`src/rtl/mem_arbiter_pkg.sv`:
```
// Shared memory-system definitions: bus widths used by the cache controllers,
// arbiter state encodings and requester port IDs.
package mem_arbiter_pkg;

   localparam int unsigned MEM_ADDR_W  = 32;
   localparam int unsigned MEM_BLOCK_W = 256;

   typedef enum logic [1:0] {
      ST_IDLE     = 2'd0,
      ST_WAIT_ACK = 2'd1,
      ST_RELEASE  = 2'd2
   } arb_state_e;

   localparam logic PORT_ICACHE = 1'b0;
   localparam logic PORT_DCACHE = 1'b1;

   // A tie goes to the port that was not served last.
   function automatic logic pick_port(input logic p0_req, input logic p1_req, input logic last);
      logic sel;
      if (p0_req && p1_req) begin
         sel = ~last;
      end else if (p1_req) begin
         sel = PORT_DCACHE;
      end else begin
         sel = PORT_ICACHE;
      end
      return sel;
   endfunction

endpackage

```
`src/rtl/mem_arbiter.sv`:
```
// Two-port (I-cache / D-cache) arbiter in front of a single block memory.
// Round-robin on ties, registered memory request, sticky ack-timeout flag.
module mem_arbiter
   import mem_arbiter_pkg::*;
#(
   parameter int unsigned TIMEOUT = 255
) (
   input  logic                   clk_i,
   input  logic                   rst_i,
   input  logic                   p0_enable_i,
   input  logic                   p0_write_i,
   input  logic [MEM_ADDR_W-1:0]  p0_addr_i,
   input  logic [MEM_BLOCK_W-1:0] p0_data_i,
   output logic                   p0_ack_o,
   output logic [MEM_BLOCK_W-1:0] p0_data_o,
   input  logic                   p1_enable_i,
   input  logic                   p1_write_i,
   input  logic [MEM_ADDR_W-1:0]  p1_addr_i,
   input  logic [MEM_BLOCK_W-1:0] p1_data_i,
   output logic                   p1_ack_o,
   output logic [MEM_BLOCK_W-1:0] p1_data_o,
   output logic                   mem_enable_o,
   output logic                   mem_write_o,
   output logic [MEM_ADDR_W-1:0]  mem_addr_o,
   output logic [MEM_BLOCK_W-1:0] mem_data_o,
   input  logic                   mem_ack_i,
   input  logic [MEM_BLOCK_W-1:0] mem_data_i,
   output logic                   err_o
);

   localparam logic [7:0] TIMEOUT_C = 8'(TIMEOUT);

   arb_state_e             r_state;
   logic                   r_gnt;
   logic                   r_last;
   logic                   r_mem_enable;
   logic                   r_mem_write;
   logic [MEM_ADDR_W-1:0]  r_mem_addr;
   logic [MEM_BLOCK_W-1:0] r_mem_data;
   logic [7:0]             r_cnt;
   logic                   r_err;

   arb_state_e             w_state_nxt;
   logic                   w_gnt_nxt;
   logic                   w_last_nxt;
   logic                   w_mem_enable_nxt;
   logic                   w_mem_write_nxt;
   logic [MEM_ADDR_W-1:0]  w_mem_addr_nxt;
   logic [MEM_BLOCK_W-1:0] w_mem_data_nxt;
   logic [7:0]             w_cnt_nxt;
   logic                   w_err_nxt;
   logic                   w_sel;
   logic [7:0]             w_cnt_inc;
   logic                   w_ack_live;

   // State and memory-side request registers.
   always_ff @(posedge clk_i or negedge rst_i) begin
      if (!rst_i) begin
         r_state      <= ST_IDLE;
         r_gnt        <= PORT_ICACHE;
         r_last       <= PORT_DCACHE;
         r_mem_enable <= 1'b0;
         r_mem_write  <= 1'b0;
         r_mem_addr   <= '0;
         r_mem_data   <= '0;
         r_cnt        <= 8'd0;
         r_err        <= 1'b0;
      end else begin
         r_state      <= w_state_nxt;
         r_gnt        <= w_gnt_nxt;
         r_last       <= w_last_nxt;
         r_mem_enable <= w_mem_enable_nxt;
         r_mem_write  <= w_mem_write_nxt;
         r_mem_addr   <= w_mem_addr_nxt;
         r_mem_data   <= w_mem_data_nxt;
         r_cnt        <= w_cnt_nxt;
         r_err        <= w_err_nxt;
      end
   end

   // Next-state, grant selection and timeout bookkeeping.
   always_comb begin
      w_state_nxt      = r_state;
      w_gnt_nxt        = r_gnt;
      w_last_nxt       = r_last;
      w_mem_enable_nxt = r_mem_enable;
      w_mem_write_nxt  = r_mem_write;
      w_mem_addr_nxt   = r_mem_addr;
      w_mem_data_nxt   = r_mem_data;
      w_cnt_nxt        = r_cnt;
      w_err_nxt        = r_err;
      w_sel            = pick_port(p0_enable_i, p1_enable_i, r_last);
      w_cnt_inc        = (r_cnt == 8'hFF) ? r_cnt : r_cnt + 8'd1;

      case (r_state)
         ST_IDLE: begin
            if (p0_enable_i || p1_enable_i) begin
               w_state_nxt      = ST_WAIT_ACK;
               w_gnt_nxt        = w_sel;
               w_mem_enable_nxt = 1'b1;
               w_mem_write_nxt  = w_sel ? p1_write_i : p0_write_i;
               w_mem_addr_nxt   = w_sel ? p1_addr_i  : p0_addr_i;
               w_mem_data_nxt   = w_sel ? p1_data_i  : p0_data_i;
               w_cnt_nxt        = 8'd0;
            end else begin
               w_state_nxt = ST_IDLE;
            end
         end
         ST_WAIT_ACK: begin
            if (mem_ack_i) begin
               w_state_nxt      = ST_RELEASE;
               w_mem_enable_nxt = 1'b0;
               w_mem_write_nxt  = 1'b0;
               w_last_nxt       = r_gnt;
            end else begin
               w_cnt_nxt = w_cnt_inc;
               // Slow memory is only flagged; the transaction keeps waiting.
               if (w_cnt_inc >= TIMEOUT_C) begin
                  w_err_nxt = 1'b1;
               end else begin
                  w_err_nxt = r_err;
               end
            end
         end
         ST_RELEASE: begin
            w_state_nxt = ST_IDLE;
         end
         default: begin
            w_state_nxt      = ST_IDLE;
            w_mem_enable_nxt = 1'b0;
            w_mem_write_nxt  = 1'b0;
         end
      endcase
   end

   // Acks follow mem_ack_i in the same cycle so the cache can latch data without delay.
   assign w_ack_live   = (r_state == ST_WAIT_ACK) && mem_ack_i;
   assign p0_ack_o     = w_ack_live && (r_gnt == PORT_ICACHE);
   assign p1_ack_o     = w_ack_live && (r_gnt == PORT_DCACHE);
   assign p0_data_o    = mem_data_i;
   assign p1_data_o    = mem_data_i;
   assign mem_enable_o = r_mem_enable;
   assign mem_write_o  = r_mem_write;
   assign mem_addr_o   = r_mem_addr;
   assign mem_data_o   = r_mem_data;
   assign err_o        = r_err;

endmodule
```
`config.mk`:
```
export PLATFORM = sky130hd
export DESIGN_NAME = mem_arbiter
export DESIGN_NICKNAME = d
export VERILOG_FILES = /design/src/rtl/mem_arbiter_pkg.sv /design/src/rtl/mem_arbiter.sv
export SDC_FILE = /design/constraint.sdc
export NUM_CORES = 1
export LEC_CHECK = 0
export CAP_MARGIN = 10
export CORE_AREA = 2 2 643 645
export DETAILED_ROUTE_END_ITERATION = 16
export DIE_AREA = 0 0 645 647
export DONT_BUFFER_PORTS = 1
export PLACE_DENSITY = 0.3
export SYNTH_ARGS = -nofsm -noshare
export SYNTH_HDL_FRONTEND = slang
export SYNTH_SLANG_ARGS = --single-unit
```
`constraint.sdc`:
```
create_clock -name clk_i -period 1.7 [get_ports clk_i]
set_input_delay 0.255 -clock clk_i [delete_from_list [all_inputs] [get_ports clk_i]]
set_output_delay 0.255 -clock clk_i [all_outputs]
set_load 0.03 [all_outputs]
```
### Yosys cells after proc, flatten, opt, wreduce, memory -nomap -nowiden

Index checks and enable logic that the tools add are counted.

* add/subtract/negate cells: 1
* magnitude comparators: 1
* equal/unequal tests: 6
* muxes and demuxes: 17
* bitwise logic cells: 4
* reduce and logical (&&, ||, !) cells: 12

Operators with widths (number)
* 2-to-1 mux 256 bit: 1
* 2-to-1 mux 32 bit: 1
* 2-to-1 mux 8 bit: 3
* one-hot mux 8 bit (2 select lines): 1
* AND reduction 3 bit: 3
* adder 8 x 1 -> 8 bit (second input constant): 1
* equality test 8 bit (second input constant): 1
* >= comparator 8 bit (second input constant): 1
* 2-to-1 mux 1 bit: 7
* inequality test 2 bit (second input constant): 3
* one-hot mux 1 bit (3 select lines): 2
* logical AND 1 bit: 4
* NOT 1 bit: 4
* one-hot mux 2 bit (2 select lines): 1
* AND reduction 2 bit: 2
* equality test 2 x 1 -> 1 bit (second input constant): 1
* equality test 2 bit (second input constant): 1
* logical NOT 2 bit: 1
* 2-to-1 mux 2 bit: 1
* nonzero test 2 bit: 1
* logical OR 1 bit: 1

* register bits after elaboration: 303
* input bits: 839
* output and inout bits: 805
* word-level logic and storage cells: 50

### Depth between registers and ports, before layout

Gate-level depths: netlist (run 1).

* depth after elaboration: 5
* depth in mapped cells: 7
* gate-level depth less buffers: 5

### Least setup slack after synthesis (run 1)

No wires, ideal clock.

* path type: register to register
* from: register r_cnt[0]
* to: register r_cnt[5]
* setup time: 0.119 ns
* arrival time: 1.312 ns
* required time: 1.581 ns
* slack: 0.270 ns
* cell stages (with the launch flop): 6
* buffers on the path: 0
* period minus slack after synthesis: 1.430 ns
* cells stage by stage: dfrtp_1 ha_1 and3_1 a21oi_1 a21oi_1 o21a_1

* longest elaborated chain between the ends: 4
* elaborated cells on any way between the ends: 5
* classes of those cells: add/sub (1); eq/ne (1); mux (3)

RTL lines
* start: declaration: RTL line mem_arbiter.sv:40 `logic [7:0] r_cnt;`
* start signal: assignment: RTL line mem_arbiter.sv:76 `r_cnt <= w_cnt_nxt;`
* adder 8 x 1 -> 8 bit or equality test 8 bit (tied branches): RTL line mem_arbiter.sv:93 `w_cnt_inc = (r_cnt == 8'hFF) ? r_cnt : r_cnt + 8'd1;`
* 2-to-1 mux 8 bit (*): RTL line mem_arbiter.sv:93
* 2-to-1 mux 8 bit (*): RTL line mem_arbiter.sv:110 `if (mem_ack_i) begin`
* one-hot mux 8 bit (2 select lines) (*): RTL line mem_arbiter.sv:95 `case (r_state)`

Every way passes the cells marked *; elsewhere a longest branch is shown, timed or not. The select of a mux whose other input is x is not followed.
A chain may end at the register's enable or synchronous reset.

### Final worst setup path (run 1)

* from: register r_state[0]
* to: output p1_ack_o

* longest elaborated chain between the ends: 3

RTL lines
* start: declaration: RTL line mem_arbiter.sv:33 `arb_state_e r_state;`
* start signal: assignment: RTL line mem_arbiter.sv:69 `r_state <= w_state_nxt;`
* equality test 2 x 1 -> 1 bit: RTL line mem_arbiter.sv:137 `assign w_ack_live = (r_state == ST_WAIT_ACK) && mem_ack_i;`
* logical AND 1 bit: RTL line mem_arbiter.sv:137
* logical AND 1 bit: RTL line mem_arbiter.sv:139 `assign p1_ack_o = w_ack_live && (r_gnt == PORT_DCACHE);`
* end: declaration: RTL line mem_arbiter.sv:20 `output logic p1_ack_o,`

No other way between the ends.

==> results of run 1 <==
registers in the layout, summed over array words and instances, names as in the netlist:
signal,flops
mem_data_o,256
mem_addr_o,32
r_cnt,8
r_state,2
err_o,1
mem_enable_o,1
mem_write_o,1
r_gnt,1
r_last,1
stage by stage:
stage               cells    util  area [µm²]  TNS [ns]  total power (µW)
detailed placement   6773  0.0513       21100    -0.340             30500
finish               7512  0.0703       28900    -0.384             42000
global placement     6773  0.0513       21100    -0.205             30300
floorplan            1836       -       17700         0             27800
CTS                  7437  0.0694       28500    -0.659             42700
global route         7483  0.0701       28800    -12.01             44300
worst max-delay path, delay by kind of cell (launching register included):
| family | cells | cell delay (ns) |
|---|---|---|
| buffers and inverters | 2 | 0.25 |
| AND/OR/NAND/NOR | 2 | 0.32 |
| flip-flops | 1 | 0.37 |
final timing paths:
kind | cells after the start | slack [ns] | to
setup / recovery | 4 | -0.19 | p1_ack_o
hold / removal | 0 | -0.71 | mem_addr_o[23]
setup reg to reg | 6 | 0.01 | mem_data_o[161]
hold reg to reg | 2 | 0.48 | mem_enable_o
max in group asynchronous | 0 | 1.41 | mem_data_o[156]
min in group clk_i | 2 | -0.16 | r_state[0]
layout make-up:
type	instances	area, µm²
Antenna cell	66	165
Multi-Input combinational cell	923	5880
Timing Repair Buffer	666	6940
Fill cell	48200	382000
Tap cell	5474	6850
Clock inverter	13	186
Inverter	1	3.75
Sequential cell	303	7600
Clock buffer	66	1270
power by group through the flow:
stage / Clock, µW / Sequential (µW) / Combinational (µW)
floorplan: 0 / 19200 / 8570
global placement: 0 / 20900 / 9350
detailed placement: 0 / 20900 / 9550
CTS: 10500 / 20900 / 11400
global route: 10700 / 21000 / 12600
finish: 9910 / 20800 / 11200
per-layer routing:
layer  part of all wire  vias up
met1               0.27     7097
met4              0.045       74
met3               0.22      555
met2               0.45     1809
li1                   -     5912
met5             0.0096        -
kinds of logic (layout without fill, tap and decap cells):
kind of cell,Yosys count,after routing,share of synthesized area
buffers and inverters,610,746,0.246
DFF,303,303,0.428
AOI/OAI and AO/OA,315,315,0.0918
xor gates and xnor gates,1,1,0.000494
and+or+nand+nor,316,316,0.0698
muxes,290,290,0.164
other,0,66,0
adders and majority gates,1,1,0.000706
layout by cell type, fill, tap and decap left out, types with 3 or more instances in the layout:
master	count
a31oi_1	3
clkbuf_16	47
dfrtp_1	292
nand2_1	295
mux2i_2	8
buf_4	45
nand3_1	3
mux2i_1	279
a21oi_1	6
dlygate4sd3_1	581
clkbuf_8	7
diode_2	66
buf_16	7
o21ai_0	3
buf_12	22
nor2_1	5
inv_6	3
buf_6	9
dfrtp_2	9
o21ai_1	289
clkbuf_1	14
timing repair:
| item | 4_1_cts | 5_1_grt |
|---|---|---|
| pin swaps | 3 | 0 |
| buffers inserted | 2 | 7 |
| setup endpoints to repair | 60 | 190 |
| endpoints found under the hold margin | 606 | 312 |
| cloned | 2 | 2 |
| resized for setup | 31 | 12 |
==> impl_metrics.csv, run 1 <==
group,metric,value,unit
finish,area_growth,63.0,%
route,vias,15400,
sta,period_minus_slack,1.89,ns
finish,layout-drive-gt1-share,0.0903,
setup_path,worstSetupStartpointType,"flop",
grt,use_met1,0.0732,
route,detail-route-antenna-nets,0,
synthesis,yosysSeqAreaShare,0.428,
sta,worst_pin_slew,1.16,ns
sta,rsz0062_at_grt,"yes",
grt,top_usage_layer,"met2",
synthesis,yosysWarnings,0,
synthesis,synth_area_leaders,"dfrtp_1 43%, buf_4 23%, mux2i_1 16%, o21ai_1 8.2%, nand2_1 6.2%",
run,cap_violations,0,
sta,maxSlewHeadroom,0.226,
floorplanning,coreArea,411000,µm²
synthesis,ys_types,38,
setup_path,endpoint_kind,"output pin",
synthesis,yosysTopAreaCell,"dfrtp_1",
power,p_int,21000,µW
place,dp_hpwl,173000,µm
setup_path,r2r_start,"r_state[1]",
run_status,violations,"hold timing, setup timing",
power,pwr-share-comb,0.268,
grt,grt_pass1_vias,14500,
grt,antenna_found_initial,171,
synthesis,synth_area,17700,µm²
synthesis,synth_top_area_frac,0.426,
power,cellLeakagePower,0.0101,µW
floorplanning,die_area,417000,µm²
floorplanning,initial_utilization,0.0431,
power,p_per_area,1450,nW/µm²
cts,clk_pin_slew_worst_paths,0.06,ns
sta,setup-violations-final,2,
route,drt-pass1-iter-count,5,
cts,clk_path_buf_depth,3,
setup_path,cp_slowest_cell,"dfrtp_1",
power,p_seq_frac,0.496,
synthesis,synthCells,1836,
route,drt_iter0_drc,1405,
run_status,status,"complete, but fails checks",
place,place_congestion,0.859,
route,wire_per_inst,26.3,µm
power,swShare,0.500,
place,pre_cts_ws,-0.118,ns
setup_path,path_cells,"buf_6 > nor2b_4 > and3_4 > buf_12",
synthesis,async_reset_ff_frac,1.00,
sta,finalHoldViolCount,307,
grt,grt_use_total,0.0894,
cts,h-tree-depth,2,
cts,cts_tree,"yes",
grt,use_met2,0.140,
power,p_clk_frac,0.236,
sta,skew,0.0354,ns
place,port_buffers,0,
route,drc,0,
floorplanning,core.rowCount,236,
synthesis,syn_avg_cell_area,9.65,µm²
route,wl,197000,µm
setup_path,cp_max_fo,2,
sta,fin_ws,-0.193,ns
synthesis,synth_flop_cell,"dfrtp_1",
sta,whs,-0.708,ns
floorplanning,dieHeight,647,µm
grt,grt_pass1_wl,227000,µm
setup_path,crit_path_start,"r_state[0]",
floorplanning,die_width,645,µm
sta,max_freq,0.528,GHz
cts,numCtsBuffers,45,
grt,met3_usage,0.0893,
cts,clock-sinks,303,
power,irDropWorstVdd,0.765,mV
synthesis,synthTopCellsByCount,"534 x buf_4, 302 x dfrtp_1, 295 x nand2_1",
setup_path,crit_arrival,1.64,ns
synthesis,synth_most_common_cell,"buf_4",
cts,root_buffer,"clkbuf_16",
sta,slew_viol_final,0,
sta,finalCritPeriodShare,1.11,
grt,grt.overflow.total,0,
synthesis,synth-seq-cells,303,
finish,nets,2780,
worst_hold_path,min_path_type,"in2async",
route,vias_per_cell,2.06,
power,p_sw,21000,µW
cts,hold_buffers,581,
synthesis,synth-edff-count,0,
grt,grt_max_degree,304,
floorplanning,pin_count,1644,
setup_path,crit_type,"reg2out",
cts,clk_latency,0.71,ns
setup_path,critPathRequiredTime,1.44,ns
synthesis,postSynthNetCount,2676,
setup_path,max_stage_delay,0.37,ns
Power figures use the tool's default switching activity.
==> run 2, diff against run 1 <==
--- a/config.mk
+++ b/config.mk
@@ -6,9 +6,10 @@
 export NUM_CORES = 1
 export LEC_CHECK = 0
 export CAP_MARGIN = 10
-export CORE_AREA = 2 2 643 645
+export CORE_AREA = 5 5 646 648
+export CTS_BUF_LIST = sky130_fd_sc_hd__clkbuf_8
 export DETAILED_ROUTE_END_ITERATION = 16
-export DIE_AREA = 0 0 645 647
+export DIE_AREA = 0 0 651 653
 export DONT_BUFFER_PORTS = 1
 export PLACE_DENSITY = 0.3
 export SYNTH_ARGS = -nofsm -noshare
==> run 2 against run 1 <==
Against the previous run:
- the run still ends with hold timing, setup timing left
- utilization increased by 0.39 points
- flip-flop and latch count unchanged
- critical path type unchanged
- final cell count increased by 1.8%
==> impl_metrics.csv, run 2 (synthesis results as in run 1) <==
group,metric,value,unit
route,detail-route-antenna-nets,0,
floorplanning,pin_count,1644,
route,wire_per_inst,25.8,µm
grt,grt.overflow.total,0,
cts,clk_pin_slew_worst_paths,0.05,ns
sta,slew_viol_final,0,
sta,maxSlewHeadroom,0.203,
sta,whs,-0.924,ns
place,placed_cell_area,21100,µm²
sta,worst_pin_slew,1.20,ns
place,dp_cells,6770,
worst_hold_path,min_path_type,"in2async",
sta,skew,0.0867,ns
sta,setup_tns,-1.69,ns
grt,antenna_found_initial,149,
floorplanning,dieHeight,653,µm
power,cellLeakagePower,0.0105,µW
power,p_per_area,1360,nW/µm²
route,vias,15800,
sta,setup-violations-final,40,
sta,max_freq,0.476,GHz
grt,grt_pass1_wl,231000,µm
grt,grt_max_degree,304,
setup_path,cpLargestDelayFamily,"flip-flops",
setup_path,worstSetupStartpointType,"flop",
run_status,violations,"hold timing, setup timing",
route,drc,0,
floorplanning,die_width,651,µm
grt,grt_pass1_vias,15800,
floorplanning,die_area,425000,µm²
route,vias_per_cell,2.07,
setup_path,crit_arrival,1.85,ns
route,drt_iter0_drc,1119,
sta,rsz0062_at_grt,"yes",
cts,h-tree-depth,3,
place,place_congestion,0.804,
setup_path,max_stage_delay,0.35,ns
setup_path,critPathRequiredTime,1.44,ns
power,power.total,41500,µW
route,wl,197000,µm
finish,layout.cells.non_filler,7644,
grt,grt_use_total,0.0876,
floorplanning,initial_utilization,0.0431,
cts,hold_buffers,714,
sta,finalHoldViolCount,316,
cts,cts_tree,"yes",
setup_path,cp_slowest_cell,"dfrtp_1",
setup_path,crit_type,"reg2out",
setup_path,path_cells,"buf_4 > nor2b_4 > and3_4 > buf_12",
finish,largest_reg_flops,256,
power,irDropWorstVdd,0.580,mV
run,cap_violations,0,
floorplanning,core.rowCount,236,
finish,layout-drive-gt1-share,0.232,
finish,fill_cells,47900,
finish,final_common_cell,"dlygate4sd3_1",
floorplanning,coreArea,411000,µm²
cts,clock-sinks,303,
setup_path,cp_max_fo,4,
sta,fin_ws,-0.402,ns
cts,numCtsBuffers,71,
cts,root_buffer,"clkbuf_8",
route,drt-pass1-iter-count,7,
sta,period_minus_slack,2.10,ns
finish,area_growth,72.2,%
finish,design_area,30500,µm²
cts,clk_path_buf_depth,4,
sta,finalCritPeriodShare,1.24,
run_status,status,"complete, but fails checks",
setup_path,endpoint_kind,"output pin",
cts,clk_latency,0.91,ns
finish,layout_common_cells,"714 x dlygate4sd3_1, 294 x nand2_1, 288 x o21ai_1",
setup_path,path_buf_inv,2,
finish,nets,2950,
place,dp_hpwl,171000,µm
place,port_buffers,0,
## run 2: what timing repair did
item,CTS,global route
pin swaps,3,1
endpoints found under the setup margin,349,333
gates resized for setup,339,34
buffers inserted,17,5
endpoints found under the hold margin,606,316
cloned,5,5
## run 2: stage by stage
step / setup WS [ns] / util
floorplan: 0.270 / -
global placement: -0.0750 / 0.0512
detailed placement: -0.0749 / 0.0512
CTS: -0.591 / 0.0737
global route: -0.583 / 0.0741
finish: -0.402 / 0.0742
## run 2: path summary, 6_finish.rpt
check / endpoint / depth (start not counted) / startpoint / slack (ns)
worst min register to register: r_last / 1 / r_last / 0.53
max in group asynchronous: mem_data_o[144] / 0 / rst_i / 1.50
worst max-delay path: p1_ack_o / 4 / r_state[0] / -0.40
worst max register to register: r_cnt[5] / 6 / r_state[0] / -0.21
min in group clk_i: r_cnt[7] / 3 / mem_ack_i / -0.32
worst min-delay path: mem_addr_o[10] / 0 / rst_i / -0.92
## run 2: routing by layer
metal | vias to the layer above | share of wire | GRT usage
met5 | - | 0.0078 | 0.0165
met4 | 106 | 0.048 | 0.0321
met3 | 604 | 0.22 | 0.0899
met2 | 1719 | 0.45 | 0.139
met1 | 7161 | 0.28 | 0.0715
li1 | 6211 | - | -
## run 2: power by group
part	total (µW)	switching (µW)	internal, µW
Clock	8320	4030	4290
Combinational	11600	6450	5110
Sequential	21600	10200	11400
Total	41500	20700	20800
## run 2: cell type report
| cell class | count | area (µm²) | share of cell area |
|---|---|---|---|
| clock inverters | 29 | 181 | 0.00594 |
| clock buffers | 75 | 1030 | 0.0338 |
| repair buffers | 810 | 8480 | 0.278 |
| multi-input cells | 923 | 5970 | 0.195 |
| flip-flops and latches | 303 | 7940 | 0.260 |
| inverters | 1 | 3.75 | 0.000123 |
| well taps | 5474 | 6850 | 0.224 |
| diodes | 29 | 72.6 | 0.00238 |
